[config.mk]
export PLATFORM = sky130hd
export DESIGN_NAME = quant_block_ctrl
export DESIGN_NICKNAME = d
export VERILOG_FILES = /design/src/rtl/quant_pkg.sv /design/src/rtl/quant_div_seq.sv /design/src/rtl/quant_block_ctrl.sv
export SDC_FILE = /design/constraint.sdc
export NUM_CORES = 1
export LEC_CHECK = 0
export ABC_AREA = 1
export BUFFER_PORTS_ARGS = -buffer_cell sky130_fd_sc_hd__buf_4
export CAP_MARGIN = 20
export CELL_PAD_IN_SITES_DETAIL_PLACEMENT = 0
export CELL_PAD_IN_SITES_GLOBAL_PLACEMENT = 1
export CORE_MARGIN = 1.5
export CORE_UTILIZATION = 44
export CTS_CLUSTER_DIAMETER = 60
export CTS_CLUSTER_SIZE = 10
export DETAILED_ROUTE_END_ITERATION = 8
export HOLD_SLACK_MARGIN = 0.12
export PLACE_DENSITY = 0.77
export SLEW_MARGIN = 30
export SYNTH_ARGS = -nofsm -noshare
export SYNTH_HDL_FRONTEND = slang
export SYNTH_SLANG_ARGS = --single-unit
[constraint.sdc]
create_clock -name clk -period 2.45 [get_ports clk]
set_clock_uncertainty 0.1 [all_clocks]
set_input_delay 0.1225 -clock clk [delete_from_list [all_inputs] [get_ports clk]]
set_output_delay 0.1225 -clock clk [all_outputs]
set_load 0.02 [all_outputs]
[src/rtl/quant_pkg.sv]
// Shared types and tables for the quantizer controller.
// Contents: JPEG luma Q table (raster order), zigzag scan order, FSM state encoding.
package quant_pkg;

    localparam int COEF_W = 11;
    localparam int QDIV_W = 7;

    typedef logic signed [COEF_W-1:0] coef_t;

    typedef enum logic [1:0] {IDLE, DIV, OUT, DRAIN} qstate_t;

    localparam logic [QDIV_W-1:0] LUMA_Q [64] = '{
        7'd16, 7'd11, 7'd10, 7'd16, 7'd24,  7'd40,  7'd51,  7'd61,
        7'd12, 7'd12, 7'd14, 7'd19, 7'd26,  7'd58,  7'd60,  7'd55,
        7'd14, 7'd13, 7'd16, 7'd24, 7'd40,  7'd57,  7'd69,  7'd56,
        7'd14, 7'd17, 7'd22, 7'd29, 7'd51,  7'd87,  7'd80,  7'd62,
        7'd18, 7'd22, 7'd37, 7'd56, 7'd68,  7'd109, 7'd103, 7'd77,
        7'd24, 7'd35, 7'd55, 7'd64, 7'd81,  7'd104, 7'd113, 7'd92,
        7'd49, 7'd64, 7'd78, 7'd87, 7'd103, 7'd121, 7'd120, 7'd101,
        7'd72, 7'd92, 7'd95, 7'd98, 7'd112, 7'd100, 7'd103, 7'd99
    };

    // Zigzag position -> raster index.
    localparam logic [5:0] ZIGZAG [64] = '{
        6'd0,  6'd1,  6'd8,  6'd16, 6'd9,  6'd2,  6'd3,  6'd10,
        6'd17, 6'd24, 6'd32, 6'd25, 6'd18, 6'd11, 6'd4,  6'd5,
        6'd12, 6'd19, 6'd26, 6'd33, 6'd40, 6'd48, 6'd41, 6'd34,
        6'd27, 6'd20, 6'd13, 6'd6,  6'd7,  6'd14, 6'd21, 6'd28,
        6'd35, 6'd42, 6'd49, 6'd56, 6'd57, 6'd50, 6'd43, 6'd36,
        6'd29, 6'd22, 6'd15, 6'd23, 6'd30, 6'd37, 6'd44, 6'd51,
        6'd58, 6'd59, 6'd52, 6'd45, 6'd38, 6'd31, 6'd39, 6'd46,
        6'd53, 6'd60, 6'd61, 6'd54, 6'd47, 6'd55, 6'd62, 6'd63
    };

endpackage

[src/rtl/quant_div_seq.sv]
// Unsigned restoring divider: loads on start, one quotient bit per cycle for DATA_W cycles,
// then pulses done for one cycle with the quotient held until the next start.
module quant_div_seq #(
    parameter int DATA_W = 11,
    parameter int DIV_W  = 7
) (
    input  logic              clk,
    input  logic              rst_n,
    input  logic              start,
    input  logic [DATA_W-1:0] dividend,
    input  logic [DIV_W-1:0]  divisor,
    output logic              busy,
    output logic              done,
    output logic [DATA_W-1:0] quotient
);
    localparam int CNT_W = $clog2(DATA_W + 1);

    logic [CNT_W-1:0] cnt;
    logic [DIV_W-1:0] rem;
    logic [DIV_W-1:0] dsr;
    logic [DIV_W:0]   shifted;
    logic [DIV_W-1:0] diff;

    // The quotient register doubles as the dividend shift register.
    assign shifted = {rem, quotient[DATA_W-1]};
    assign diff    = shifted[DIV_W-1:0] - dsr;

    always_ff @(posedge clk or negedge rst_n) begin
        // NOTE: sequential state uses <= so every flop samples pre-edge values, independent of statement order.
        if (!rst_n) begin
            cnt      <= '0;
            rem      <= '0;
            dsr      <= '0;
            quotient <= '0;
            busy     <= 1'b0;
            done     <= 1'b0;
        end else begin
            done <= 1'b0;
            if (start) begin
                quotient <= dividend;
                dsr      <= divisor;
                rem      <= '0;
                cnt      <= CNT_W'(DATA_W);
                busy     <= 1'b1;
            end else if (busy) begin
                if (shifted >= {1'b0, dsr}) begin
                    rem      <= diff;
                    quotient <= {quotient[DATA_W-2:0], 1'b1};
                end else begin
                    rem      <= shifted[DIV_W-1:0];
                    quotient <= {quotient[DATA_W-2:0], 1'b0};
                end
                cnt <= cnt - CNT_W'(1);
                if (cnt == CNT_W'(1)) begin
                    busy <= 1'b0;
                    done <= 1'b1;
                end
            end
        end
    end

endmodule

[src/rtl/quant_block_ctrl.sv]
// Quantizer controller: accepts one coefficient per handshake, divides by the luma Q entry with a shared
// serial divider and streams the result. Define ZIGZAG_OUT_EN to buffer a block and drain it in zigzag order.
module quant_block_ctrl
    import quant_pkg::*;
#(
    parameter int DATA_W = COEF_W,
    parameter int DIV_W  = QDIV_W
) (
    input  logic                     clk,
    input  logic                     rst_n,
    input  logic                     s_valid,
    output logic                     s_ready,
    input  logic signed [DATA_W-1:0] s_data,
    input  logic                     s_last,
    output logic                     m_valid,
    input  logic                     m_ready,
    output logic signed [DATA_W-1:0] m_data,
    output logic                     m_last,
    output logic [5:0]               m_idx,
    output logic                     err
);
    qstate_t                  state, state_nxt;
    logic                     started, accept, framing_bad, neg;
    logic [5:0]               idx, cur_idx;
    logic [DATA_W-1:0]        mag, div_quo;
    logic [DIV_W-1:0]         divisor;
    logic                     div_busy, div_done;
    logic signed [DATA_W-1:0] result;
`ifdef ZIGZAG_OUT_EN
    logic signed [DATA_W-1:0] blk_mem [64];
    logic [63:0]              written;
    logic [5:0]               zz, zz_raw;
    logic                     blk_end;
`endif

    assign accept      = s_valid && s_ready;
    assign framing_bad = s_last != (idx == 6'd63);
    assign mag         = s_data[DATA_W-1] ? -s_data : s_data;
    assign divisor     = DIV_W'(LUMA_Q[idx]);
    assign result      = neg ? -$signed(div_quo) : $signed(div_quo);

    quant_div_seq #(.DATA_W(DATA_W), .DIV_W(DIV_W)) u_div (
        .clk      (clk),
        .rst_n    (rst_n),
        .start    (accept && !div_busy),
        .dividend (mag),
        .divisor  (divisor),
        .busy     (div_busy),
        .done     (div_done),
        .quotient (div_quo)
    );

    // started keeps s_ready low until the first edge after reset release.
    always_ff @(posedge clk or negedge rst_n) begin
        if (!rst_n) begin
            state   <= IDLE;
            started <= 1'b0;
        end else begin
            state   <= state_nxt;
            started <= 1'b1;
        end
    end

    always_comb begin
        // NOTE: default first so every path assigns state_nxt; a missing branch would otherwise infer a latch.
        state_nxt = state;
        unique case (state)
            IDLE: if (accept) state_nxt = DIV;
            DIV: begin
                if (div_done) begin
`ifdef ZIGZAG_OUT_EN
                    state_nxt = blk_end ? DRAIN : IDLE;
`else
                    state_nxt = OUT;
`endif
                end
            end
            OUT: if (m_ready) state_nxt = IDLE;
            DRAIN: begin
`ifdef ZIGZAG_OUT_EN
                if (m_ready && zz == 6'd63) state_nxt = IDLE;
`else
                state_nxt = IDLE;
`endif
            end
            default: state_nxt = IDLE;
        endcase
    end

    assign s_ready = started && (state == IDLE);
    assign m_valid = (state == OUT) || (state == DRAIN);
    assign m_last  = m_valid && (m_idx == 6'd63);

    // A framing error still lets the current coefficient finish; only the index restarts.
    always_ff @(posedge clk or negedge rst_n) begin
        if (!rst_n) begin
            idx     <= '0;
            cur_idx <= '0;
            neg     <= 1'b0;
            err     <= 1'b0;
        end else if (accept) begin
            cur_idx <= idx;
            neg     <= s_data[DATA_W-1];
            if (framing_bad) begin
                err <= 1'b1;
                idx <= '0;
            end else begin
                idx <= idx + 6'd1;
            end
        end
    end

`ifdef ZIGZAG_OUT_EN
    assign zz_raw = ZIGZAG[zz];

    // NOTE: the buffer has no reset; the written mask decides which entries belong to the current block.
    always_ff @(posedge clk) begin
        if (state == DIV && div_done) blk_mem[cur_idx] <= result;
    end

    always_ff @(posedge clk or negedge rst_n) begin
        if (!rst_n) begin
            written <= '0;
            zz      <= '0;
            blk_end <= 1'b0;
        end else begin
            if (accept) blk_end <= s_last || (idx == 6'd63);
            if (state == DIV && div_done) written[cur_idx] <= 1'b1;
            if (state == DRAIN && m_ready) begin
                zz <= zz + 6'd1;
                if (zz == 6'd63) written <= '0;
            end
        end
    end

    assign m_idx  = (state == DRAIN) ? zz_raw : '0;
    assign m_data = (state == DRAIN && written[zz_raw]) ? blk_mem[zz_raw] : '0;
`else
    always_ff @(posedge clk or negedge rst_n) begin
        if (!rst_n) begin
            m_data <= '0;
            m_idx  <= '0;
        end else if (state == DIV && div_done) begin
            m_data <= result;
            m_idx  <= cur_idx;
        end
    end
`endif

endmodule

### Word-level counts from Yosys, hierarchy flattened

Memory sizes are Yosys's and may differ from the RTL's. A register that Yosys moved wholly into a read port is not among the register bits.
Index checks and enable logic that the tools add are counted.

* memories kept: 1
* output and inout bits: 21
* input bits: 16
* register bits after elaboration: 58
* ROM bits: 448

Memories
* (no name shown): words 64, width 7, rd ports 1, clocked after Yosys merged registers in 1, write ports 0, RTL line quant_block_ctrl.sv:39 `assign divisor = DIV_W'(LUMA_Q[idx]);`

* reduce and logical (&&, ||, !) cells: 12
* add/subtract/negate cells: 5
* bitwise logic cells: 1
* order comparisons: 1
* eq/ne operators: 10
* mux-type cells: 21

Operators with widths (count)
* 2-to-1 mux 11 bit: 4
* negation 11 bit: 2
* 2-to-1 mux 7 bit: 3
* == test 6 bit (second input constant): 2
* >= comparator 8 x 7 -> 1 bit: 1
* 2-to-1 mux 4 bit: 2
* one-hot mux 2 bit (4 select lines): 1
* 2-to-1 mux 1 bit: 7
* NOT 6 -> 7 bit: 1
* subtractor 7 bit: 1
* adder 6 x 1 -> 6 bit (second input constant): 1
* 2-to-1 mux 2 bit: 3
* 2-to-1 mux 6 bit: 1
* logical AND 1 bit: 5
* == test 2 bit (second input constant): 2
* == test 4 x 1 -> 1 bit (second input constant): 1
* inequality test 2 bit (second input constant): 2
* subtractor 4 x 1 -> 4 bit (second input constant): 1
* AND reduction 3 bit: 1
* == test 2 x 1 -> 1 bit (second input constant): 1
* zero test 1 bit: 2
* zero test 2 bit: 1
* inequality test 2 x 1 -> 1 bit (second input constant): 1
* AND reduction 2 bit: 1
* 3 further kinds: 3

### Logic depth before layout (Yosys ltp)

Gate-level depths: netlist of the first run.

* depth in word-level cells: 5
* gate-level depth with buffers: 14

### Cells and area by module

From an unflattened synthesis of the first run, not the netlist that was laid out.

* cells, all modules: 603
* area total of the unflattened synthesis: 4400.5 µm²

By module, submodules not included
* quant_block_ctrl: instances 1, area an instance 2651.3 µm², cells each 388, seq. area each 850.8 µm²
* quant_div_seq: instances 1, area an instance 1749.2 µm², cells each 215, seq. area each 775.7 µm²

### Least setup slack after synthesis of the first run

OpenSTA, ideal clock, no wires.

* path type: register to register
* from: reg u_div.quotient[10]
* to: reg u_div.rem[5]
* cell stages (with the launch flop): 15
* arrival: 1729 ps
* setup slack: 504 ps
* buffers on the path: 0
* cell sequence: dfrtp_1 inv_1 ha_1 inv_1 fa_1 nand2_1 nand2_1 nand2_1 nand2_1 nand2_2 nand2_2 nand2_1 nand2_1 nand2_1 nand2_1

* longest elaborated chain between the ends: 4
* elaborated cells between the ends (all ways): 5

Ends and longest elaborated chain
* from (decl): RTL line quant_div_seq.sv:14 `output logic [DATA_W-1:0] quotient`
* from (signal assigned): RTL line quant_div_seq.sv:40 `quotient <= dividend;`
* from (signal assigned): RTL line quant_div_seq.sv:48 `quotient <= {quotient[DATA_W-2:0], 1'b1};`
* from (signal assigned): RTL line quant_div_seq.sv:51 `quotient <= {quotient[DATA_W-2:0], 1'b0};`
* subtractor 7 bit or >= comparator 8 x 7 -> 1 bit (tied branches): RTL line quant_div_seq.sv:26, quant_div_seq.sv:46
* 2-to-1 mux 7 bit *: RTL line quant_div_seq.sv:46 `if (shifted >= {1'b0, dsr}) begin`
* 2-to-1 mux 7 bit *: RTL line quant_div_seq.sv:45 `end else if (busy) begin`
* 2-to-1 mux 7 bit *: RTL line quant_div_seq.sv:39 `if (start) begin`
* to (signal assigned): RTL line quant_div_seq.sv:47 `rem <= diff;`
* to (signal assigned): RTL line quant_div_seq.sv:50 `rem <= shifted[DIV_W-1:0];`
* to (decl): RTL line quant_div_seq.sv:19 `logic [DIV_W-1:0] rem;`

Mark *: on every way between the ends. The rest lies on a longest branch, timed or not. The select of a mux whose other input is x is not followed.
A chain may end at the register's enable or synchronous reset.

### Worst setup path after layout of the first run

* from: in s_data[3]
* to: reg u_div.quotient[7]

* longest elaborated chain between the ends: 3

Ends and longest elaborated chain
* from (decl): RTL line quant_block_ctrl.sv:13 `input logic signed [DATA_W-1:0] s_data,`
* negation 11 bit: RTL line quant_block_ctrl.sv:38 `assign mag = s_data[DATA_W-1] ? -s_data : s_data;`
* 2-to-1 mux 11 bit: RTL line quant_block_ctrl.sv:38
* 2-to-1 mux 11 bit: RTL line quant_div_seq.sv:39

No other way between the ends.

==> impl_metrics.xml, run 1 <==
<?xml version="1.0" encoding="UTF-8"?>
<metrics>
  <group name="cts">
    <metric name="clock-sinks" unit="">65</metric>
    <metric name="htreeDepth" unit="">3</metric>
    <metric name="tritoncts.num_buffers" unit="">9</metric>
    <metric name="clock_insertion_delay_worst_skew" unit="ns">0.34</metric>
    <metric name="cts.root.buffer_cell" unit="">clkbuf_8</metric>
    <metric name="clk_pin_slew_worst_setup_hold_paths" unit="ns">0.07</metric>
    <metric name="cts_tree" unit="">done</metric>
    <metric name="clock_path_buffers" unit="">2</metric>
  </group>
  <group name="power_and_ir_drop">
    <metric name="net_switching_power" unit="mW">3.19</metric>
    <metric name="combPwrFrac" unit="%">55.1</metric>
    <metric name="power.share.sequential" unit="%">28.3</metric>
    <metric name="leakagePower" unit="nW">2.64</metric>
    <metric name="swShare" unit="%">45.9</metric>
    <metric name="clkPwrFrac" unit="%">16.6</metric>
    <metric name="peakVddDrop" unit="mV">0.728</metric>
    <metric name="cellInternalPower" unit="mW">3.75</metric>
    <metric name="power-per-cell-area" unit="nW/um^2">1330</metric>
    <metric name="totalPowerFinal" unit="mW">6.94</metric>
  </group>
  <group name="placed_design">
    <metric name="dp.cells" unit="">760</metric>
    <metric name="place.port_buffers" unit="">36</metric>
    <metric name="hpwl_reported_at_the_end_of_detailed_placement" unit="mm">7.89</metric>
    <metric name="place_congestion" unit="">0.943</metric>
    <metric name="placement.cell_area" unit="um^2">4710</metric>
  </group>
  <group name="grt">
    <metric name="grt_pass1_wl" unit="mm">18.2</metric>
    <metric name="grt_start_max_net_pins" unit="">66</metric>
    <metric name="number_of_antenna_violations_at_the_first_check_in_global_routing" unit="">0</metric>
    <metric name="grt.overflow.total" unit="">0</metric>
    <metric name="gr-usage-all-layers" unit="%">22.3</metric>
    <metric name="grt_pass1_vias" unit="">3792</metric>
  </group>
  <group name="cells_and_area">
    <metric name="drive_gt1_share" unit="%">13.2</metric>
    <metric name="fin_nets" unit="">699</metric>
    <metric name="fillers" unit="">964</metric>
    <metric name="finish.utilization" unit="%">54.0</metric>
    <metric name="mostFrequentLayoutCells" unit="">nand2_1, inv_1, dfrtp_1, nand3_1, buf_4</metric>
    <metric name="layout-area-overhead-vs-synth" unit="%">20.4</metric>
    <metric name="antennaDiodeCount" unit="">0</metric>
    <metric name="fin_area" unit="um^2">5210</metric>
    <metric name="layout.cells.most_common" unit="">nand2_1</metric>
    <metric name="post_layout_nonfiller_instances" unit="">799</metric>
  </group>
  <group name="logic_synthesis">
    <metric name="synth_top_area_share" unit="%">37.6</metric>
    <metric name="cell_area_after_technology_mapping" unit="um^2">4330</metric>
    <metric name="async_flop_share" unit="%">100</metric>
    <metric name="synthFlopType" unit="">dfrtp_1</metric>
    <metric name="synth.largest_area_cell" unit="">dfrtp_1</metric>
    <metric name="synth.avg_cell_area" unit="um^2">7.20</metric>
    <metric name="postSynthNetCount" unit="">639</metric>
    <metric name="yosysSeqAreaShare" unit="%">37.6</metric>
    <metric name="ys_types" unit="">41</metric>
    <metric name="yosys_warnings" unit="">0</metric>
    <metric name="syn_inst" unit="">601</metric>
    <metric name="post_synth_main_area_contributors" unit="">dfrtp_1, nand2_1, nand3_1, inv_1, ha_1</metric>
    <metric name="synth_seq_cells" unit="">65</metric>
    <metric name="synth-edff-count" unit="">0</metric>
  </group>
  <group name="outcome">
    <metric name="run_status" unit="">completed</metric>
  </group>
  <group name="floorplanning">
    <metric name="die_w" unit="um">102</metric>
    <metric name="fp-row-count" unit="">36</metric>
    <metric name="fp.dieArea" unit="um^2">10400</metric>
    <metric name="die-height" unit="um">102</metric>
    <metric name="floorplan.core_area" unit="um^2">9640</metric>
    <metric name="initial_utilization" unit="%">44.9</metric>
    <metric name="design.portCount" unit="">37</metric>
  </group>
  <group name="job">
    <metric name="maxCapViolCount" unit="">0</metric>
  </group>
  <group name="sta">
    <metric name="setup_viol" unit="">0</metric>
    <metric name="timing.fmax" unit="MHz">420</metric>
    <metric name="worst_slew_pin_slew" unit="ns">0.839</metric>
    <metric name="slew_headroom" unit="%">44.1</metric>
    <metric name="fin_crit_sh" unit="%">97.1</metric>
    <metric name="timing_hold_violations_final" unit="">0</metric>
    <metric name="minimum_clock_period_after_layout" unit="ns">2.38</metric>
    <metric name="report.final.slew_viol_count" unit="">0</metric>
  </group>
  <group name="detailed_routing">
    <metric name="detail-route-antenna-nets" unit="">0</metric>
    <metric name="first_pass_iters" unit="">5</metric>
    <metric name="drt_iter0_markers" unit="">187</metric>
    <metric name="drt_drc_violations_left" unit="">0</metric>
    <metric name="vias" unit="">4096</metric>
    <metric name="wirelength" unit="mm">11.1</metric>
    <metric name="routedWlPerCell" unit="um">13.8</metric>
    <metric name="post_drt_via_cell_ratio" unit="">5.13</metric>
  </group>
  <group name="setup_path">
    <metric name="setup.reg_to_reg.worst_slack" unit="ns">0.20</metric>
    <metric name="cp-endpoint" unit="">u_div.quotient[7]</metric>
    <metric name="cpMostUsedCell" unit="">dlygate4sd3_1</metric>
    <metric name="reg2reg_to" unit="">u_div.quotient[10]</metric>
    <metric name="critPathLaunch" unit="">s_data[3]</metric>
    <metric name="crit_path_max_fanout" unit="">4</metric>
    <metric name="arrival" unit="ns">2.50</metric>
    <metric name="reg2reg_depth" unit="">7</metric>
    <metric name="critical_path.cell_chain" unit="">dlygate4sd3_1 -&gt; buf_4 -&gt; nor2_1 -&gt; inv_1 -&gt; nor2_1 -&gt; nand2_1 -&gt; a21oi_1 -&gt; dlygate4sd3_1 -&gt; o21ai_0 -&gt; dlygate4sd3_1</metric>
    <metric name="crit-reg2reg-launch" unit="">state[1]</metric>
    <metric name="worst_setup_path_start_kind" unit="">input port</metric>
    <metric name="timing_worst_setup_path_type" unit="">input port to flop</metric>
    <metric name="cpPeakStageDelay" unit="ns">0.56</metric>
    <metric name="required_time_of_the_worst_setup_path" unit="ns">2.57</metric>
    <metric name="end_kind" unit="">flop</metric>
    <metric name="critical-path-slowest-cell" unit="">dlygate4sd3_1</metric>
  </group>
  <group name="min_path">
    <metric name="hp-class" unit="">input port to flop</metric>
  </group>
</metrics>
-- worst min-delay path by stage --
stage / slack [ns] / cells after the start / startpoint / end
floorplan: -0.27 / 0 / rst_n / cur_idx[0]
global placement: 0.16 / 1 / rst_n / m_idx[5]
detailed placement: 0.18 / 1 / rst_n / m_idx[5]
CTS: 0.15 / 5 / s_data[1] / u_div.quotient[1]
global route: 0.21 / 5 / s_data[1] / u_div.quotient[9]
finish: 0.19 / 5 / s_data[1] / u_div.quotient[9]
-- worst max-delay path: cells and delay by family --
kind,cells,cell delay [ns]
simple gates,3,0.33
buf+inv,5,1.86
compound gates,2,0.18
-- kinds of logic after synthesis --
logic type,Yosys count,share of synthesized area [%]
simple gates,316,31.8
other cells,1,0.0867
compound gates,85,11.6
flops,65,37.6
buf+inv,101,10.2
fa+ha+maj,22,6.54
xor+xnor,11,2.23
-- sequential cells by signal, summed over array words and instances (netlist names), 2 cells and up --
signal / count
u_div.dsr: 7
state: 2
u_div.cnt: 4
cur_idx: 6
m_data: 11
u_div.quotient: 11
u_div.rem: 7
idx: 6
m_idx: 6
-- synth_stat cells (2+ instances only) --
cell      count
inv_1        74
nand3_2       2
o221ai_1      4
o21ai_2       2
a31oi_1       2
or2_1         2
nand3b_1      6
buf_6         4
xor2_1        9
nand3_1      63
nand2_2       4
xnor2_1       2
nand2_1     171
a21oi_1      18
buf_4         5
o211ai_1      7
ha_1         21
nor3_1        7
o21ai_1      10
o21ai_0      30
o22ai_1       7
buf_2         9
inv_2         4
nor2_1       46
dfrtp_1      65
or2_2         3
clkbuf_1      2
nand4_1       9
-- routing by layer --
layer	up-vias	GRT usage [%]	routed length (um)
li1	2069	-	-
met1	1887	31.0	5260
met2	118	35.0	5110
met3	22	4.65	506
met4	0	6.64	194
met5	-	0	0
-- what timing repair did --
item / in CTS / in global routing
buffers inserted: 0 / 0
resized for setup: 0 / 6
hold buffers: 23 / 0
hold endpoints to repair: 80 / 0
setup endpoints to repair: 0 / 1
-- cell type report --
type / count / area, um^2 / area share, %
clock inverter: 6 / 114 / 2.19
multi-input combinational: 435 / 2280 / 43.7
inverter: 79 / 297 / 5.69
sequential: 65 / 1630 / 31.2
clock buffer: 10 / 138 / 2.64
tap: 133 / 166 / 3.19
timing repair buffer: 71 / 591 / 11.3
-- power groups by stage --
stage | combinational (mW) | clock (mW) | sequential [mW]
5_1_grt | 4.40 | 1.24 | 2.02
3_5_place_dp | 3.76 | 0 | 1.97
3_3_place_gp | 3.74 | 0 | 1.96
2_1_floorplan | 2.70 | 0 | 2.02
4_1_cts | 3.82 | 1.18 | 1.95
6_report | 3.82 | 1.15 | 1.96
-- per-stage QoR --
stage / setup slack, ns / hold WS, ns / TNS [ns]
detailed placement: 0.260 / 0.177 / 0
floorplan: 0.504 / -0.273 / 0
CTS: 0.00958 / 0.147 / 0
global route: -0.00154 / 0.206 / -0.00154
global placement: 0.362 / 0.164 / 0
finish: 0.0703 / 0.191 / 0
(Power assumes the default switching activity.)
==> run 2, diff against run 1 <==
--- a/config.mk
+++ b/config.mk
@@ -5,13 +5,12 @@
 export SDC_FILE = /design/constraint.sdc
 export NUM_CORES = 1
 export LEC_CHECK = 0
-export ABC_AREA = 1
 export BUFFER_PORTS_ARGS = -buffer_cell sky130_fd_sc_hd__buf_4
 export CAP_MARGIN = 20
 export CELL_PAD_IN_SITES_DETAIL_PLACEMENT = 0
 export CELL_PAD_IN_SITES_GLOBAL_PLACEMENT = 1
 export CORE_MARGIN = 1.5
-export CORE_UTILIZATION = 44
+export CORE_UTILIZATION = 46
 export CTS_CLUSTER_DIAMETER = 60
 export CTS_CLUSTER_SIZE = 10
 export DETAILED_ROUTE_END_ITERATION = 8
==> run 2 against run 1 <==
  * The run now ends with design-rule violations left
  * Combinational power barely moved
  * Global-route usage fell by 0.49 points
  * Via count shrank 14%
  * Area after synthesis fell by 2.7%
  * Non-clock buffer count grew 1
  * Setup slack lost 0.014 ns
  * Hold slack worse by 0.037 ns
  * Register-to-register slack got worse by 0.14 ns
  * Routed wire length shrank 10%
  * Critical endpoint is now u_div.rem[0]
==> impl_metrics.xml, run 2 <==
<?xml version="1.0" encoding="UTF-8"?>
<metrics>
  <group name="logic_synthesis">
    <metric name="synth_seq_cells" unit="">65</metric>
    <metric name="post_synth_most_frequent_cells" unit="">nand2_1, dfrtp_1, o21ai_0</metric>
    <metric name="yosysSeqAreaShare" unit="%">38.6</metric>
    <metric name="synth.avg_cell_area" unit="um^2">8.75</metric>
    <metric name="syn_inst" unit="">481</metric>
    <metric name="async_flop_share" unit="%">100</metric>
    <metric name="post_synth_main_area_contributors" unit="">dfrtp_1, o21ai_0, ha_1, nand2_1, a21oi_1</metric>
    <metric name="synthFlopType" unit="">dfrtp_1</metric>
    <metric name="cell_area_after_technology_mapping" unit="um^2">4210</metric>
    <metric name="postSynthNetCount" unit="">519</metric>
    <metric name="yosys_warnings" unit="">0</metric>
    <metric name="synth.largest_area_cell" unit="">dfrtp_1</metric>
    <metric name="synth_top_area_share" unit="%">38.6</metric>
    <metric name="ys_types" unit="">58</metric>
    <metric name="synth-edff-count" unit="">0</metric>
    <metric name="most_used_standard_cell_by_instance_count_after_synthesis" unit="">nand2_1</metric>
  </group>
  <group name="setup_path">
    <metric name="timing_worst_setup_path_type" unit="">flop to flop</metric>
    <metric name="cpPeakStageDelay" unit="ns">0.39</metric>
    <metric name="reg2reg_depth" unit="">9</metric>
    <metric name="arrival" unit="ns">2.55</metric>
    <metric name="critical-path-slowest-cell" unit="">dfrtp_1</metric>
    <metric name="required_time_of_the_worst_setup_path" unit="ns">2.61</metric>
    <metric name="worst_setup_path_start_kind" unit="">flop</metric>
    <metric name="critical-path-top-delay-family" unit="">compound AO/OA/AOI/OAI gates</metric>
    <metric name="critical_path.cell_chain" unit="">inv_2 -&gt; ha_4 -&gt; inv_2 -&gt; fa_2 -&gt; a211oi_4 -&gt; o211ai_1 -&gt; a311o_1 -&gt; mux2_1 -&gt; mux2i_1</metric>
    <metric name="reg2reg_to" unit="">u_div.rem[0]</metric>
    <metric name="end_kind" unit="">flop</metric>
    <metric name="crit-reg2reg-launch" unit="">u_div.quotient[10]</metric>
    <metric name="setup.reg_to_reg.worst_slack" unit="ns">0.06</metric>
    <metric name="cpMostUsedCell" unit="">inv_2</metric>
    <metric name="crit_path_max_fanout" unit="">4</metric>
    <metric name="worstPathBufferInverterCount" unit="">2</metric>
  </group>
  <group name="placed_design">
    <metric name="place_congestion" unit="">0.878</metric>
    <metric name="placement.cell_area" unit="um^2">4640</metric>
    <metric name="place.port_buffers" unit="">36</metric>
    <metric name="hpwl_reported_at_the_end_of_detailed_placement" unit="mm">6.82</metric>
  </group>
  <group name="detailed_routing">
    <metric name="drt_drc_violations_left" unit="">7</metric>
    <metric name="wirelength" unit="mm">9.92</metric>
    <metric name="first_pass_iters" unit="">9</metric>
    <metric name="drt_iter0_markers" unit="">215</metric>
    <metric name="routedWlPerCell" unit="um">15.4</metric>
    <metric name="vias" unit="">3536</metric>
    <metric name="post_drt_via_cell_ratio" unit="">5.48</metric>
    <metric name="detail-route-antenna-nets" unit="">0</metric>
  </group>
  <group name="cts">
    <metric name="htreeDepth" unit="">3</metric>
    <metric name="cts.root.buffer_cell" unit="">clkbuf_8</metric>
    <metric name="clock_path_buffers" unit="">2</metric>
    <metric name="tritoncts.num_buffers" unit="">9</metric>
    <metric name="clk_pin_slew_worst_setup_hold_paths" unit="ns">0.07</metric>
    <metric name="cts_tree" unit="">done</metric>
    <metric name="clock_insertion_delay_worst_skew" unit="ns">0.34</metric>
    <metric name="clock-sinks" unit="">65</metric>
  </group>
  <group name="sta">
    <metric name="worst_slew_pin_slew" unit="ns">0.849</metric>
    <metric name="tns" unit="ns">0</metric>
    <metric name="fin_hold_ws" unit="ns">0.153</metric>
    <metric name="setup_repair_after_global_routing_missed_its_margin" unit="">yes</metric>
    <metric name="fin_crit_sh" unit="%">97.7</metric>
    <metric name="timing.fmax" unit="MHz">418</metric>
    <metric name="report.final.slew_viol_count" unit="">0</metric>
    <metric name="setup_viol" unit="">0</metric>
    <metric name="timing_hold_violations_final" unit="">0</metric>
    <metric name="minimum_clock_period_after_layout" unit="ns">2.39</metric>
    <metric name="slew_headroom" unit="%">43.4</metric>
  </group>
  <group name="job">
    <metric name="maxCapViolCount" unit="">0</metric>
  </group>
  <group name="floorplanning">
    <metric name="fp-row-count" unit="">34</metric>
    <metric name="die-height" unit="um">98.7</metric>
    <metric name="design.portCount" unit="">37</metric>
    <metric name="initial_utilization" unit="%">47.8</metric>
    <metric name="die_w" unit="um">98.7</metric>
    <metric name="floorplan.core_area" unit="um^2">8810</metric>
    <metric name="fp.dieArea" unit="um^2">9740</metric>
  </group>
  <group name="cells_and_area">
    <metric name="layout-area-overhead-vs-synth" unit="%">18.4</metric>
    <metric name="mostFrequentLayoutCells" unit="">nand2_1, dfrtp_1, buf_4, o21ai_0, nor2_1</metric>
    <metric name="drive_gt1_share" unit="%">17.7</metric>
    <metric name="finish.utilization" unit="%">56.6</metric>
    <metric name="registers_with_the_most_flip_flops" unit="">m_data (11), u_div.quotient (11)</metric>
    <metric name="layout.cells.most_common" unit="">nand2_1</metric>
    <metric name="fin_area" unit="um^2">4990</metric>
    <metric name="antennaDiodeCount" unit="">0</metric>
    <metric name="fin_nets" unit="">571</metric>
  </group>
  <group name="min_path">
    <metric name="hp-class" unit="">input port to flop</metric>
    <metric name="worstHoldEndpoint" unit="">u_div.quotient[1]</metric>
    <metric name="min_path_cells" unit="">5</metric>
    <metric name="hold_path.startpoint" unit="">s_data[1]</metric>
  </group>
  <group name="grt">
    <metric name="grt_pass1_wl" unit="mm">17.0</metric>
    <metric name="grt.overflow.total" unit="">0</metric>
    <metric name="grt_pass1_vias" unit="">3397</metric>
    <metric name="grt_start_max_net_pins" unit="">66</metric>
    <metric name="number_of_antenna_violations_at_the_first_check_in_global_routing" unit="">0</metric>
    <metric name="gr-usage-all-layers" unit="%">21.8</metric>
  </group>
  <group name="outcome">
    <metric name="run_status" unit="">finished with violations</metric>
    <metric name="failed_checks" unit="">design-rule violations</metric>
  </group>
  <group name="power_and_ir_drop">
    <metric name="leakagePower" unit="nW">2.23</metric>
    <metric name="peakVddDrop" unit="mV">0.829</metric>
    <metric name="power-per-cell-area" unit="nW/um^2">1330</metric>
    <metric name="totalPowerFinal" unit="mW">6.62</metric>
  </group>
</metrics>
-- run 2: changes by cell type after synthesis, moves of 10 or more --
cell and delta:
nand2_1 -105, nand3_1 -56, inv_1 -50, o21ai_0 +23, clkbuf_1 +21, nor2_1 -20
nand2b_1 +13, mux2i_1 +11, o21ai_1 -10
-- run 2: logic make-up after synthesis --
| kind of cell | count (synthesis) | share of synthesized area [%] |
|---|---|---|
| compound gates | 135 | 20.5 |
| xor+xnor | 23 | 4.78 |
| fa+ha+maj | 22 | 6.72 |
| buf+inv | 57 | 5.41 |
| flops | 65 | 38.6 |
| mux | 23 | 6.36 |
| other cells | 1 | 0.0891 |
| simple gates | 155 | 17.5 |
-- run 2: what timing repair did --
action,CTS,global route
hold buffers,12,0
pin swaps,0,1
resized for setup,1,5
cloned,0,1
endpoints found under the hold margin,79,0
buffers inserted,0,2
setup endpoints to repair,5,7
-- run 2: worst register-to-register path: stages (launching register included) --
cell and delay (ns):
dfrtp_1 0.39, inv_2 0.08, ha_4 0.14, inv_2 0.03, fa_2 0.37, a211oi_4 0.23
o211ai_1 0.12, a311o_1 0.39, mux2_1 0.33, mux2i_1 0.13
-- run 2: per-stage QoR --
stage               instances  worst slack (ns)
CTS                       642            0.0182
finish                    645            0.0558
global placement          615            0.0411
detailed placement        615           -0.0256
global route              645           -0.0715
floorplan                 481           0.00542
-- run 2: per-layer routing --
metal,part of all wire [%],track usage (%),wire (um),vias up
li1,-,-,-,1806
met1,50,32.1,4970,1656
met2,45,33.2,4510,68
met3,3.7,3.55,366,6
met4,0.70,6.37,69,0
met5,0,0,0,-
-- run 2: how the worst max path moves through the flow --
stage | from | to | slack, ns | cells past startpoint
after floorplan | u_div.quotient[10] | u_div.rem[2] | 0.005 | 10
after global placement | u_div.quotient[10] | u_div.rem[2] | 0.04 | 10
after detailed placement | u_div.quotient[10] | u_div.rem[2] | -0.03 | 10
after CTS | u_div.quotient[10] | u_div.rem[2] | 0.02 | 10
after global routing | u_div.quotient[10] | u_div.rem[2] | -0.07 | 10
final | u_div.quotient[10] | u_div.rem[0] | 0.06 | 9
-- run 2: where the power goes --
part / switching [mW] / internal, mW / total (mW)
sequential: 0.404 / 1.53 / 1.93
combinational: 2.06 / 1.74 / 3.80
clock: 0.433 / 0.459 / 0.892
total: 2.90 / 3.72 / 6.62
-- run 2: layout make-up --
cell class	count	area, um^2
clock buffer	9	124
clock inverter	6	60.1
fill	809	3820
timing repair buffer	72	572
tap	108	135
multi-input combinational	359	2370
sequential	65	1630
inverter	26	97.6
==> run 3, diff against run 2 <==
--- a/config.mk
+++ b/config.mk
@@ -10,12 +10,12 @@
 export CELL_PAD_IN_SITES_DETAIL_PLACEMENT = 0
 export CELL_PAD_IN_SITES_GLOBAL_PLACEMENT = 1
 export CORE_MARGIN = 1.5
-export CORE_UTILIZATION = 46
+export CORE_UTILIZATION = 25
 export CTS_CLUSTER_DIAMETER = 60
 export CTS_CLUSTER_SIZE = 10
 export DETAILED_ROUTE_END_ITERATION = 8
 export HOLD_SLACK_MARGIN = 0.12
-export PLACE_DENSITY = 0.77
+export PLACE_DENSITY = 0.46
 export SLEW_MARGIN = 30
 export SYNTH_ARGS = -nofsm -noshare
 export SYNTH_HDL_FRONTEND = slang
==> run 3 against run 2 <==
  * The flow now finishes without violations
  * Combinational power up 3%
  * Final area grew 5.0%
  * Critical path type unchanged
  * Fmax increased by 0.86%
  * Sequential share of layout area decreased by 1.6 points
  * Global-route usage decreased by 8.0 points
  * Critical path depth unchanged
  * Total power rose by 6.8%
==> impl_metrics.xml, run 3 (synthesis gave the netlist of run 2 again) <==
<?xml version="1.0" encoding="UTF-8"?>
<metrics>
  <group name="setup_path">
    <metric name="required_time_of_the_worst_setup_path" unit="ns">2.61</metric>
    <metric name="cpPeakStageDelay" unit="ns">0.39</metric>
    <metric name="end_kind" unit="">flop</metric>
    <metric name="arrival" unit="ns">2.53</metric>
    <metric name="critical-path-slowest-cell" unit="">dfrtp_1</metric>
    <metric name="critical_path.cell_chain" unit="">inv_2 -&gt; ha_4 -&gt; inv_2 -&gt; fa_2 -&gt; a211oi_4 -&gt; o211ai_1 -&gt; a311o_1 -&gt; mux2_1 -&gt; mux2i_1</metric>
    <metric name="crit_path_max_fanout" unit="">3</metric>
    <metric name="timing_worst_setup_path_type" unit="">flop to flop</metric>
    <metric name="cpMostUsedCell" unit="">inv_2</metric>
    <metric name="worst_setup_path_start_kind" unit="">flop</metric>
  </group>
  <group name="cts">
    <metric name="clock_insertion_delay_worst_skew" unit="ns">0.33</metric>
    <metric name="clock_path_buffers" unit="">2</metric>
    <metric name="tritoncts.num_buffers" unit="">9</metric>
    <metric name="htreeDepth" unit="">3</metric>
    <metric name="cts_tree" unit="">done</metric>
    <metric name="clk_pin_slew_worst_setup_hold_paths" unit="ns">0.05</metric>
    <metric name="clock-sinks" unit="">65</metric>
    <metric name="cts.root.buffer_cell" unit="">clkbuf_16</metric>
  </group>
  <group name="sta">
    <metric name="fin_crit_sh" unit="%">96.9</metric>
    <metric name="timing_hold_violations_final" unit="">0</metric>
    <metric name="timing.fmax" unit="MHz">421</metric>
    <metric name="slew_headroom" unit="%">58.6</metric>
    <metric name="setup_repair_after_global_routing_missed_its_margin" unit="">yes</metric>
    <metric name="minimum_clock_period_after_layout" unit="ns">2.37</metric>
    <metric name="setup_viol" unit="">0</metric>
    <metric name="report.final.slew_viol_count" unit="">0</metric>
    <metric name="worst_slew_pin_slew" unit="ns">0.617</metric>
    <metric name="fin_hold_ws" unit="ns">0.136</metric>
  </group>
  <group name="grt">
    <metric name="grt_pass1_vias" unit="">3599</metric>
    <metric name="gr-usage-all-layers" unit="%">13.8</metric>
    <metric name="grt_pass1_wl" unit="mm">19.3</metric>
    <metric name="grt.overflow.total" unit="">0</metric>
    <metric name="grt_start_max_net_pins" unit="">66</metric>
    <metric name="number_of_antenna_violations_at_the_first_check_in_global_routing" unit="">0</metric>
  </group>
  <group name="power_and_ir_drop">
    <metric name="peakVddDrop" unit="mV">0.402</metric>
    <metric name="net_switching_power" unit="mW">3.01</metric>
    <metric name="leakagePower" unit="nW">2.29</metric>
    <metric name="power-per-cell-area" unit="nW/um^2">1350</metric>
    <metric name="cellInternalPower" unit="mW">4.06</metric>
    <metric name="combPwrFrac" unit="%">55.3</metric>
    <metric name="swShare" unit="%">42.5</metric>
    <metric name="power.share.sequential" unit="%">27.7</metric>
    <metric name="clkPwrFrac" unit="%">17.0</metric>
  </group>
  <group name="floorplanning">
    <metric name="floorplan.core_area" unit="um^2">16500</metric>
    <metric name="die-height" unit="um">133</metric>
    <metric name="fp.dieArea" unit="um^2">17600</metric>
    <metric name="fp-row-count" unit="">47</metric>
    <metric name="die_w" unit="um">133</metric>
    <metric name="initial_utilization" unit="%">25.5</metric>
    <metric name="design.portCount" unit="">37</metric>
  </group>
  <group name="cells_and_area">
    <metric name="fin_area" unit="um^2">5240</metric>
    <metric name="registers_with_the_most_flip_flops" unit="">m_data (11), u_div.quotient (11)</metric>
    <metric name="drive_gt1_share" unit="%">18.1</metric>
    <metric name="layout.cells.most_common" unit="">nand2_1</metric>
    <metric name="finish.utilization" unit="%">31.7</metric>
    <metric name="antennaDiodeCount" unit="">0</metric>
    <metric name="layout-area-overhead-vs-synth" unit="%">24.4</metric>
    <metric name="post_layout_nonfiller_instances" unit="">760</metric>
    <metric name="fin_nets" unit="">573</metric>
    <metric name="mostFrequentLayoutCells" unit="">nand2_1, dfrtp_1, buf_4, o21ai_0, nor2_1</metric>
  </group>
  <group name="placed_design">
    <metric name="placement.cell_area" unit="um^2">4830</metric>
    <metric name="dp.cells" unit="">733</metric>
    <metric name="hpwl_reported_at_the_end_of_detailed_placement" unit="mm">8.17</metric>
    <metric name="place.port_buffers" unit="">36</metric>
    <metric name="place_congestion" unit="">0.823</metric>
  </group>
  <group name="detailed_routing">
    <metric name="drt_drc_violations_left" unit="">0</metric>
    <metric name="first_pass_iters" unit="">4</metric>
    <metric name="post_drt_via_cell_ratio" unit="">4.76</metric>
    <metric name="wirelength" unit="mm">11.4</metric>
    <metric name="routedWlPerCell" unit="um">15.1</metric>
    <metric name="vias" unit="">3618</metric>
    <metric name="drt_iter0_markers" unit="">234</metric>
    <metric name="detail-route-antenna-nets" unit="">0</metric>
  </group>
  <group name="outcome">
    <metric name="run_status" unit="">completed</metric>
  </group>
  <group name="min_path">
    <metric name="hp-class" unit="">input port to flop</metric>
  </group>
  <group name="job">
    <metric name="maxCapViolCount" unit="">0</metric>
  </group>
</metrics>
## run 3: path summary, 6_finish.rpt
path | startpoint | endpoint | slack (ns) | cells after the start
max | u_div.quotient[10] | u_div.rem[0] | 0.08 | 9
min | s_data[1] | u_div.quotient[1] | 0.14 | 5
max reg2reg | u_div.quotient[10] | u_div.rem[0] | 0.08 | 9
min reg2reg | m_data[9] | m_data[9] | 0.38 | 2
max in group asynchronous | rst_n | u_div.rem[4] | 1.57 | 2
min in group asynchronous | rst_n | m_idx[4] | 0.25 | 2
## run 3: cell type report
cell class / count / area [um^2]
inverters: 26 / 97.6
clock inverters: 2 / 12.5
well taps: 220 / 275
multi-input cells: 359 / 2370
repair buffers: 74 / 589
fillers: 1746 / 11300
flip-flops and latches: 65 / 1630
clock buffers: 14 / 264
## run 3: power groups by stage
stage          logic, mW  clock network, mW  registers [mW]
3_5_place_dp        3.87                  0            1.98
5_1_grt             4.40               1.29            2.04
2_1_floorplan       2.64                  0            1.96
3_3_place_gp        3.88                  0            1.97
4_1_cts             3.90               1.25            1.96
6_report            3.91               1.20            1.96
## run 3: worst max-delay path: cells and delay by family (launching register included)
family	cells	cell delay, ns
AOI/OAI and AO/OA	3	0.74
adders and majority gates	2	0.50
muxes	2	0.45
DFF	1	0.39
buffers and inverters	2	0.11
## run 3: stage by stage
step	TNS, ns	worst slack, ns	power [mW]
after floorplan	0	0.00542	4.60
after global placement	0	0.0418	5.86
after detailed placement	-0.0158	-0.00879	5.85
after CTS	0	0.0300	7.12
after global routing	-0.174	-0.0641	7.73
final	0	0.0763	7.07
## run 3: timing repair
action	4_1_cts	5_1_grt
hold buffers	9	0
pin swaps	0	1
endpoints found under the setup margin	6	7
gates resized for setup	1	6
hold endpoints to repair	75	0
setup buffers	0	2
cloned	0	0
## run 3: layer usage
| metal | vias up | share of wire [%] | global-route usage, % |
|---|---|---|---|
| met5 | - | 0 | 0 |
| met4 | 0 | 1.5 | 5.31 |
| met3 | 14 | 3.0 | 2.30 |
| met2 | 55 | 46 | 21.7 |
| met1 | 1731 | 49 | 19.0 |
| li1 | 1818 | - | - |
